<file path="src/rtl/mecobo_pkg.sv">
// Shared definitions for the mecobo pin-controller bus: register offsets,
// collector state encoding and the bus address helper.
package mecobo_pkg;

  localparam logic [7:0] SAMPLE_REG = 8'd7;
  localparam logic [7:0] SAMPLE_CNT = 8'd8;
  localparam logic [7:0] STATUS_REG = 8'd9;

  typedef enum logic [2:0] {
    IDLE   = 3'd0,
    CHECK  = 3'd1,
    RD_CNT = 3'd2,
    RD_SMP = 3'd3,
    PUSH   = 3'd4
  } collector_state_t;

  // Pin controller address: {3'b0, pin index, register offset}.
  function automatic logic [18:0] pin_addr(input logic [7:0] pin, input logic [7:0] offset);
    return {3'b000, pin, offset};
  endfunction

endpackage

</file>
<file path="src/rtl/sample_collector_if.sv">
// Pin-controller read bus and sample record stream of the sample collector.
interface sample_collector_if;
  logic        bus_enable;
  logic        bus_rd;
  logic [18:0] bus_addr;
  logic [15:0] bus_rdata;
  logic        out_valid;
  logic        out_ready;
  logic [31:0] out_data;

  modport master (
    output bus_enable, bus_rd, bus_addr, out_valid, out_data,
    input  bus_rdata, out_ready
  );

  modport slave (
    input  bus_enable, bus_rd, bus_addr, out_valid, out_data,
    output bus_rdata, out_ready
  );
endinterface

</file>
<file path="src/rtl/sync_fifo.sv">
// Single-clock FIFO with registered storage and occupancy counter.
// A push while full is refused even when a pop happens in the same cycle.
module sync_fifo #(
  parameter int WIDTH = 32,
  parameter int DEPTH = 16
) (
  input  logic             clk,
  input  logic             reset,
  input  logic             push,
  input  logic             pop,
  input  logic [WIDTH-1:0] wdata,
  output logic [WIDTH-1:0] rdata,
  output logic             full,
  output logic             empty
);
  localparam int AW = (DEPTH > 1) ? $clog2(DEPTH) : 1;

  logic [WIDTH-1:0] mem_r [DEPTH];
  logic [AW-1:0]    wr_ptr_r;
  logic [AW-1:0]    rd_ptr_r;
  logic [AW:0]      count_r;
  logic             push_ok_s;
  logic             pop_ok_s;

  assign full      = (count_r == (AW+1)'(DEPTH));
  assign empty     = (count_r == (AW+1)'(0));
  assign push_ok_s = push & ~full;
  assign pop_ok_s  = pop & ~empty;
  assign rdata     = mem_r[rd_ptr_r];

  // Pointer and occupancy bookkeeping.
  always_ff @(posedge clk) begin
    if (reset) begin
      wr_ptr_r <= AW'(0);
      rd_ptr_r <= AW'(0);
      count_r  <= (AW+1)'(0);
    end else begin
      if (push_ok_s) wr_ptr_r <= wr_ptr_r + AW'(1);
      if (pop_ok_s)  rd_ptr_r <= rd_ptr_r + AW'(1);
      case ({push_ok_s, pop_ok_s})
        2'b10:   count_r <= count_r + (AW+1)'(1);
        2'b01:   count_r <= count_r - (AW+1)'(1);
        default: count_r <= count_r;
      endcase
    end
  end

  // Storage write.
  always_ff @(posedge clk) begin
    if (push_ok_s) mem_r[wr_ptr_r] <= wdata;
  end
endmodule

</file>
<file path="src/rtl/sample_collector.sv">
// Polls pin controllers over the read bus and queues a record whenever a pin's
// sample counter changes. Define SAMPLE_COLLECTOR_DROP_CNT_EN to enable dropped_cnt.
module sample_collector
  import mecobo_pkg::*;
#(
  parameter int NUM_PINS   = 8,
  parameter int FIFO_DEPTH = 16
) (
  input  logic                clk,
  input  logic                reset,
  input  logic                run,
  input  logic [NUM_PINS-1:0] pin_mask,
  sample_collector_if.master  sc,
  output logic                overflow,
  output logic [15:0]         dropped_cnt
);
  localparam int PW = (NUM_PINS > 1) ? $clog2(NUM_PINS) : 1;
  localparam logic [PW-1:0] LAST_PIN = PW'(NUM_PINS - 1);

  collector_state_t state_r;
  collector_state_t after_pin_s;
  logic [PW-1:0]    pin_idx_r;
  logic [PW-1:0]    next_pin_s;
  logic             bus_enable_r;
  logic             bus_rd_r;
  logic [18:0]      bus_addr_r;
  logic [15:0]      cnt_r;
  logic             smp_r;
  logic [15:0]      last_cnt_r [NUM_PINS];
  logic             overflow_r;
  logic             push_s;
  logic [31:0]      record_s;
  logic             fifo_full_s;
  logic             fifo_empty_s;

  // Pin advance target and where the FSM goes once the current pin is done.
  always_comb begin
    next_pin_s  = pin_idx_r + PW'(1);
    after_pin_s = IDLE;
    if (pin_idx_r == LAST_PIN) next_pin_s = PW'(0);
    else                       next_pin_s = pin_idx_r + PW'(1);
    if (run) after_pin_s = CHECK;
    else     after_pin_s = IDLE;
  end

  assign push_s   = (state_r == PUSH);
  assign record_s = {8'(pin_idx_r), 7'b0000000, smp_r, cnt_r};

  // Polling state machine with registered bus outputs.
  always_ff @(posedge clk) begin
    if (reset) begin
      state_r      <= IDLE;
      pin_idx_r    <= PW'(0);
      bus_enable_r <= 1'b0;
      bus_rd_r     <= 1'b0;
      bus_addr_r   <= 19'h00000;
      cnt_r        <= 16'h0000;
      smp_r        <= 1'b0;
      overflow_r   <= 1'b0;
      for (int i = 0; i < NUM_PINS; i++) last_cnt_r[i] <= 16'h0000;
    end else begin
      case (state_r)
        IDLE: begin
          bus_enable_r <= 1'b0;
          bus_rd_r     <= 1'b0;
          bus_addr_r   <= 19'h00000;
          state_r      <= run ? CHECK : IDLE;
        end
        CHECK: begin
          if (pin_mask[pin_idx_r]) begin
            bus_enable_r <= 1'b1;
            bus_rd_r     <= 1'b1;
            bus_addr_r   <= pin_addr(8'(pin_idx_r), SAMPLE_CNT);
            state_r      <= RD_CNT;
          end else begin
            pin_idx_r <= next_pin_s;
            state_r   <= after_pin_s;
          end
        end
        RD_CNT: begin
          cnt_r <= sc.bus_rdata;
          // Unchanged counter (including wrap back to an equal value) skips the pin.
          if (sc.bus_rdata == last_cnt_r[pin_idx_r]) begin
            bus_enable_r <= 1'b0;
            bus_rd_r     <= 1'b0;
            bus_addr_r   <= 19'h00000;
            pin_idx_r    <= next_pin_s;
            state_r      <= after_pin_s;
          end else begin
            bus_addr_r <= pin_addr(8'(pin_idx_r), SAMPLE_REG);
            state_r    <= RD_SMP;
          end
        end
        RD_SMP: begin
          smp_r                 <= sc.bus_rdata[0];
          last_cnt_r[pin_idx_r] <= cnt_r;
          bus_enable_r          <= 1'b0;
          bus_rd_r              <= 1'b0;
          bus_addr_r            <= 19'h00000;
          state_r               <= PUSH;
        end
        PUSH: begin
          if (fifo_full_s) overflow_r <= 1'b1;
          else             overflow_r <= overflow_r;
          pin_idx_r <= next_pin_s;
          state_r   <= after_pin_s;
        end
        default: begin
          bus_enable_r <= 1'b0;
          bus_rd_r     <= 1'b0;
          bus_addr_r   <= 19'h00000;
          state_r      <= IDLE;
        end
      endcase
    end
  end

`ifdef SAMPLE_COLLECTOR_DROP_CNT_EN
  logic [15:0] dropped_cnt_r;

  // Saturating count of records refused by a full FIFO.
  always_ff @(posedge clk) begin
    if (reset) begin
      dropped_cnt_r <= 16'h0000;
    end else if (push_s && fifo_full_s && (dropped_cnt_r != 16'hFFFF)) begin
      dropped_cnt_r <= dropped_cnt_r + 16'h0001;
    end
  end

  assign dropped_cnt = dropped_cnt_r;
`else
  assign dropped_cnt = 16'h0000;
`endif

  sync_fifo #(
    .WIDTH(32),
    .DEPTH(FIFO_DEPTH)
  ) u_fifo (
    .clk   (clk),
    .reset (reset),
    .push  (push_s),
    .pop   (~fifo_empty_s & sc.out_ready),
    .wdata (record_s),
    .rdata (sc.out_data),
    .full  (fifo_full_s),
    .empty (fifo_empty_s)
  );

  assign sc.bus_enable = bus_enable_r;
  assign sc.bus_rd     = bus_rd_r;
  assign sc.bus_addr   = bus_addr_r;
  assign sc.out_valid  = ~fifo_empty_s;
  assign overflow      = overflow_r;
endmodule

</file>
<file path="src/flat_wrapper.sv">
// flat-port wrapper written by rule: the top's interface ports become plain ports
module sample_collector_flat import mecobo_pkg::*;
#(
  parameter int NUM_PINS   = 8,
  parameter int FIFO_DEPTH = 16
)
  (clk, reset, run, pin_mask, overflow, dropped_cnt, sc_bus_enable, sc_bus_rd, sc_bus_addr, sc_out_valid, sc_out_data, sc_bus_rdata, sc_out_ready);
  sample_collector_if sc_i ();
  input  logic clk;
  input  logic reset;
  input  logic run;
  input  logic [NUM_PINS-1:0] pin_mask;
  output logic overflow;
  output logic [15:0] dropped_cnt;
  output wire logic [$bits(sc_i.bus_enable)-1:0] sc_bus_enable;
  output wire logic [$bits(sc_i.bus_rd)-1:0] sc_bus_rd;
  output wire logic [$bits(sc_i.bus_addr)-1:0] sc_bus_addr;
  output wire logic [$bits(sc_i.out_valid)-1:0] sc_out_valid;
  output wire logic [$bits(sc_i.out_data)-1:0] sc_out_data;
  input wire logic [$bits(sc_i.bus_rdata)-1:0] sc_bus_rdata;
  input wire logic [$bits(sc_i.out_ready)-1:0] sc_out_ready;
  assign sc_bus_enable = sc_i.bus_enable;
  assign sc_bus_rd = sc_i.bus_rd;
  assign sc_bus_addr = sc_i.bus_addr;
  assign sc_out_valid = sc_i.out_valid;
  assign sc_out_data = sc_i.out_data;
  assign sc_i.bus_rdata = sc_bus_rdata;
  assign sc_i.out_ready = sc_out_ready;
  sample_collector #(.NUM_PINS(NUM_PINS), .FIFO_DEPTH(FIFO_DEPTH)) u_core (.clk(clk), .reset(reset), .run(run), .pin_mask(pin_mask), .sc(sc_i), .overflow(overflow), .dropped_cnt(dropped_cnt));
endmodule
</file>
<file path="config.mk">
export PLATFORM = sky130hd
export DESIGN_NAME = sample_collector_flat
export DESIGN_NICKNAME = d
export VERILOG_FILES = /design/src/rtl/mecobo_pkg.sv /design/src/rtl/sample_collector_if.sv /design/src/rtl/sync_fifo.sv /design/src/rtl/sample_collector.sv /design/src/flat_wrapper.sv
export SDC_FILE = /design/constraint.sdc
export NUM_CORES = 1
export LEC_CHECK = 0
export BUFFER_PORTS_ARGS = -buffer_cell sky130_fd_sc_hd__buf_2
export CORE_MARGIN = 2
export CORE_UTILIZATION = 55
export DETAILED_ROUTE_END_ITERATION = 10
export PLACE_DENSITY_LB_ADDON = 0.08
export SKIP_CTS_REPAIR_TIMING = 1
export SLEW_MARGIN = 20
export SYNTH_ARGS = -nofsm -noshare
export SYNTH_HDL_FRONTEND = slang
export SYNTH_SLANG_ARGS = --single-unit
</file>
<file path="constraint.sdc">
create_clock -name clk -period 3.4 [get_ports clk]
set_clock_uncertainty 0.15 [all_clocks]
set_input_delay 0.34 -clock clk [delete_from_list [all_inputs] [get_ports clk]]
set_output_delay 0.34 -clock clk [all_outputs]
set_load 0.005 [all_outputs]
</file>
# After elaboration in Yosys (flattened, before gate mapping)
# Memories as Yosys holds them, arrays and structs flattened. A register that Yosys moved wholly into a read port is not among the register bits.
# Index checks and enable logic that the tools add are counted.
dict set report totals {
  mem_count 2
  reg_bits 57
  wordCells 77
  inputBits 28
  mem_bits_rw 448
  out_inout_bits 71
}
# name words width rd rd_clocked_by_memory_dff write_ports line_no
set memory_table {}
lappend memory_table {u_core.u_fifo.mem_r 16 20 1 1 1 sync_fifo.sv:18} ;# logic [WIDTH-1:0] mem_r [DEPTH];
lappend memory_table {u_core.last_cnt_r 8 16 1 1 8 sample_collector.sv:29} ;# logic [15:0] last_cnt_r [NUM_PINS];
dict set report classes {
  bitwise_logic 6
  order_cmp 1
  n_mux 31
  eq_ne 12
  reduce_logical 10
  addsub 5
}
# operator n
set op_table {}
lappend op_table {{$pmux W19 S3} 1}
lappend op_table {{$mux W3} 8}
lappend op_table {{$mux W19} 1}
lappend op_table {{$eq A16 B16 Y1} 1}
lappend op_table {{$mux W16} 1}
lappend op_table {{$reduce_or A16 Y1} 1}
lappend op_table {{$mux W1} 12}
lappend op_table {{$pmux W3 S4} 1}
lappend op_table {{$mux W11} 1}
lappend op_table {{$pmux W5 S2} 1}
lappend op_table {{$pmux W3 S3} 1}
lappend op_table {{$add A4 B1 Y4 const B} 2}
lappend op_table {{$mux W4} 2}
lappend op_table {{$eq A3 B2 Y1 const B} 2}
lappend op_table {{$eq A3 B3 Y1 const B} 2}
lappend op_table {{$reduce_and A3 Y1} 2}
lappend op_table {{$add A5 B1 Y5 const B} 1}
lappend op_table {{$eq A5 B5 Y1 const B} 1}
lappend op_table {{$logic_not A5 Y1} 1}
lappend op_table {{$sub A5 B1 Y5 const B} 1}
lappend op_table {{$lt A3 B4 Y1 const B} 1}
lappend op_table {{$ne A2 B1 Y1 const B} 2}
lappend op_table {{$reduce_and A2 Y1} 2}
lappend op_table {{$add A3 B1 Y3 const B} 1}
lappend op_table {{other kinds (12)} 16}

# Longest topological paths before layout
dict set report depth {
  word_depth 6
  depth_mapped 12
  depth_no_buf 11
}

# Modules after synthesis
# Synthesis repeated with hierarchy kept, for this count alone.
dict set report hier_totals {
  hier_cells 1503
  area_unflattened_um2 27706.6
}
# module seq_area_each_um2 area_per_inst_um2 instances cells_each
set modules_own_cells {}
lappend modules_own_cells {sync_fifo 15715.1 20173.1 1 915}
lappend modules_own_cells {sample_collector 4504.3 7533.5 1 588}

# Least setup slack after synthesis
# No wires, ideal clock.
dict set report synth_path {
  kind {reg-to-reg}
  startpoint {reg u_core.state_r[0]}
  endpoint {mem u_core.u_fifo.mem_r[3][0] (netlist name), enable pin}
  setup_time_ns 0.422
  path_slack_ns -0.061
  path_buffers 0
  required_time_ns 2.828
  t_arrival_ns 2.889
  period_less_slack_ns 3.461
  path_stages_with_launch 5
  path_cell_list {dfxtp_1 > nand2b_1 > a211oi_1 > nand2_1 > nor3_1}
}
dict set report synth_via {
  elab_chain_cells 4
}
# item line_no
set synth_rtl {}
lappend synth_rtl {{from (decl)} sample_collector.sv:20} ;# collector_state_t state_r;
lappend synth_rtl {{from (signal assigned)} sample_collector.sv:67} ;# state_r <= run ? CHECK : IDLE;
lappend synth_rtl {{from (signal assigned)} sample_collector.sv:77} ;# state_r <= after_pin_s;
lappend synth_rtl {{from (signal assigned)} sample_collector.sv:88} ;# state_r <= after_pin_s;
lappend synth_rtl {{$eq A3 B3 Y1} sample_collector.sv:46} ;# assign push_s = (state_r == PUSH);
lappend synth_rtl {{$and A1 B1 Y1} sync_fifo.sv:27} ;# assign push_ok_s = push & ~full;
lappend synth_rtl {{$mux W1} sync_fifo.sv:50} ;# if (push_ok_s) mem_r[wr_ptr_r] <= wdata;
lappend synth_rtl {{$mux W1 (not written as such)} sync_fifo.sv:50}
lappend synth_rtl {{to (decl)} sync_fifo.sv:18}
# No other way between the ends.

==> metrics.md <==
| Metric | Value |
|---|---|
| Worst Hold Class | `in -> reg` |
| Multiplexer share of the synthesized area | `15.77%` |
| Share of synthesized flip-flops with an asynchronous set or reset | `0%` |
| Worst setup SP type | `flip-flop` |
| PortBufs | `58` |
| First-pass GRT wire length | `63760 microns` |
| DR iter-0 viols | `789` |
| RSZ-0062 raised after global routing | `false` |
| Die Ht | `196.4 microns` |
| Core box area | `36520 sq um` |
| IO Count | `99` |
| Cell area after synthesis | `20350 sq um` |
| CTS tree | `yes` |
| Vias | `9990` |
| Die Width | `196.4 microns` |
| Crit Path Category | `reg -> out` |
| Worst-case clock buffer depth | `3` |
| Final hold viol count | `0` |
| Area delta synth->final | `14.88%` |
| Worst-path clk slew | `0.06 ns` |
| GR Overflow Total | `0` |
| Antenna violations before repair | `1` |
| Pin count of the biggest net entering global routing | `31` |
| Sequential area share after synthesis | `71.01%` |
| Post-Layout Cell Count | `1746` |
| Xor/xnor share of the synthesized area | `1.119%` |
| Root Buffer | `clkbuf_16` |
| H-tree Lvls | `2` |
| Ys Warns | `0` |
| Area fraction in compound gates after synthesis | `1.604%` |
| CP max-delay cell | `dfxtp_4` |
| Tmin final | `3.195 ns` |
| Post-synthesis cell type count | `42` |
| CP Max Fanout | `30` |
| Final Max Slew Viols | `0` |
| Slew of the pin with the lowest slew margin | `0.9033 ns` |
| Pleak | `7.863 nW` |
| Total CTS buffers | `50` |
| Fmax | `313.0 MHz` |
| Worst-Skew Late Latency | `0.56 ns` |
| EDFF count, synth | `448` |
| Worst stage delay on the critical path | `0.56 ns` |
| Die area | `38560 sq um` |
| Worst setup EP type | `primary output` |
| Post-layout net count | `1277` |
| DRC Markers | `0` |
| Clk sinks | `498` |
| Final Util | `64.02%` |
| Antenna-violating nets left | `0` |
| Detailed placer's ending HPWL | `26540 microns` |
| Via density | `5.722` |
| Seq cells post-synth | `498` |
| Gpl congestion | `0.7536` |
| Worst path cell trace | `buf_12 -> mux4_2 -> mux4_2 -> buf_2` |
| Share of cells above drive strength 1 | `27.72%` |
| Post-Synthesis Cells | `1106` |
| Wirelength per Cell | `24.12 microns` |
| Run status | `finished clean` |
| PD cells | `590.6 nW/um^2` |
| Worst-case vdd ir drop | `0.5263 mV` |
| Worst EP arrival | `2.70 ns` |
| Syn Area/Cell | `18.40 sq um` |
| Gr usage total | `22.55%` |
| Synth Area in Adders | `0.7746%` |
| Vias in the first global route | `10270` |
| Slew margin rel. | `39.70%` |
| First-pass iteration count of the detailed router | `5` |
| Largest family of logic cells by synthesized area | `multiplexers` |
| Initial Utilization | `55.73%` |
| PnR worst setup slack | `0.2051 ns` |
| Final period util | `93.97%` |
| Max Cap Viol | `0` |
| Simple-Gate Fraction of Synth Area | `6.842%` |
| Setup TNS | `0 ns` |
| Placed insts | `1636` |
| Setup WS pre-CTS | `0.3677 ns` |
| Req. time, crit path | `2.91 ns` |
| Wirelength, routed | `42120 microns` |
| Row count | `70` |
| Synth Flop Type | `edfxtp_1` |
| # setup viols final | `0` |
| CP dominant cell by count | `mux4_2` |
-- per-stage QoR --
stage / total power, mW / hold WS (ns) / area (sq um)
3_5_place_dp: 8.380 / 0.3107 / 21540
2_1_floorplan: 7.972 / 0.3105 / 20520
4_1_cts: 13.91 / -0.1270 / 23210
3_3_place_gp: 8.352 / 0.3078 / 21540
6_report: 13.81 / 0.09041 / 23380
5_1_grt: 14.27 / 0.08928 / 23380
-- layout make-up --
cell class,instances,area (sq um)
flip-flops and latches,498,14460
inverters,4,15.01
diodes,1,2.502
repair buffers,140,1111
multi-input cells,543,5539
clock buffers,69,1404
clock inverters,23,261.5
well taps,468,585.6
fillers,2524,13140
-- sequential cells by signal, indices dropped and copies added, names as in the netlist, named ones only --
signal,flops
u_core.cnt_r,16
u_core.last_cnt_r,128
u_core.overflow,1
u_core.pin_idx_r,3
u_core.sc.bus_addr,5
u_core.sc.bus_enable,1
u_core.smp_r,1
u_core.state_r,3
u_core.u_fifo.count_r,5
u_core.u_fifo.mem_r,320
u_core.u_fifo.rd_ptr_r,4
u_core.u_fifo.wr_ptr_r,4
-- power by group --
group / internal, mW / total (mW) / switching [mW]
clock: 3.33 / 5.56 / 2.23
sequential: 6.83 / 7.04 / 0.216
combinational: 0.658 / 1.21 / 0.547
total: 10.8 / 13.8 / 2.99
-- Yosys cell counts, types with 12 or more instances --
cell type,count,area (sq um)
edfxtp_1,448,13450
mux4_2,134,3018
and2_1,130,813.3
nand2_1,51,191.4
dfxtp_1,50,1001
buf_4,44,330.3
nor2_1,40,150.1
clkbuf_1,38,142.6
a21oi_1,27,135.1
xor2_1,23,201.4
mux2i_1,18,180.2
buf_1,12,45.04
-- worst paths after layout --
kind | from | end | slack (ns) | cells past startpoint
max reg2reg | u_core.u_fifo.count_r[0]$_SDFFE_PP0P_ | u_core.u_fifo.count_r[4]$_SDFFE_PP0P_ | 0.37 | 10
min | reset | u_core.smp_r$_SDFFE_PP0P_ | 0.09 | 2
max | flip-flop | sc_out_data[12] | 0.21 | 4
min reg2reg | u_core.sc.bus_addr[8]$_SDFFE_PP0P_ | u_core.sc.bus_addr[8]$_SDFFE_PP0P_ | 0.33 | 1
-- metal layers --
layer  global-route usage, %  vias to the layer above  wire length [microns]
met5                       0                        -                      0
met4                   4.910                        0                    758
met3                   3.149                       59                   2091
met2                   38.10                      251                  21310
met1                   31.85                     5179                  17960
li1                        -                     4501                      -
-- layout by cell type (no fill, tap or decap), drive strengths merged, types with 3 or more instances in the layout --
| cell type | instances |
|---|---|
| mux2i | 18 |
| inv | 5 |
| a21oi | 27 |
| nand2 | 51 |
| xnor2 | 3 |
| clkinv | 15 |
| o311ai | 3 |
| ha | 11 |
| nand2b | 7 |
| and2 | 131 |
| dlygate4sd3 | 17 |
| a31oi | 3 |
| bufinv | 6 |
| xor2 | 23 |
| conb | 40 |
| mux4 | 134 |
| edfxtp | 448 |
| dfxtp | 50 |
| buf | 123 |
| a22o | 3 |
| o21ai | 9 |
| clkbuf | 69 |
| nor2 | 40 |
| nor3 | 9 |
| nand4 | 8 |
-- worst max-delay path, delay by kind of cell (launching register included) --
kind / cells / cell delay, ns
buffers and inverters: 2 / 0.47
DFF: 1 / 0.56
muxes: 2 / 1.10
-- logic make-up after synthesis --
group           Yosys count
mux                     153
other cells               1
fa+ha+maj                12
simple gates            258
compound gates           54
xor+xnor                 26
flops                   498
buf+inv                 104
No activity file was read; power rests on OpenSTA's default activity.
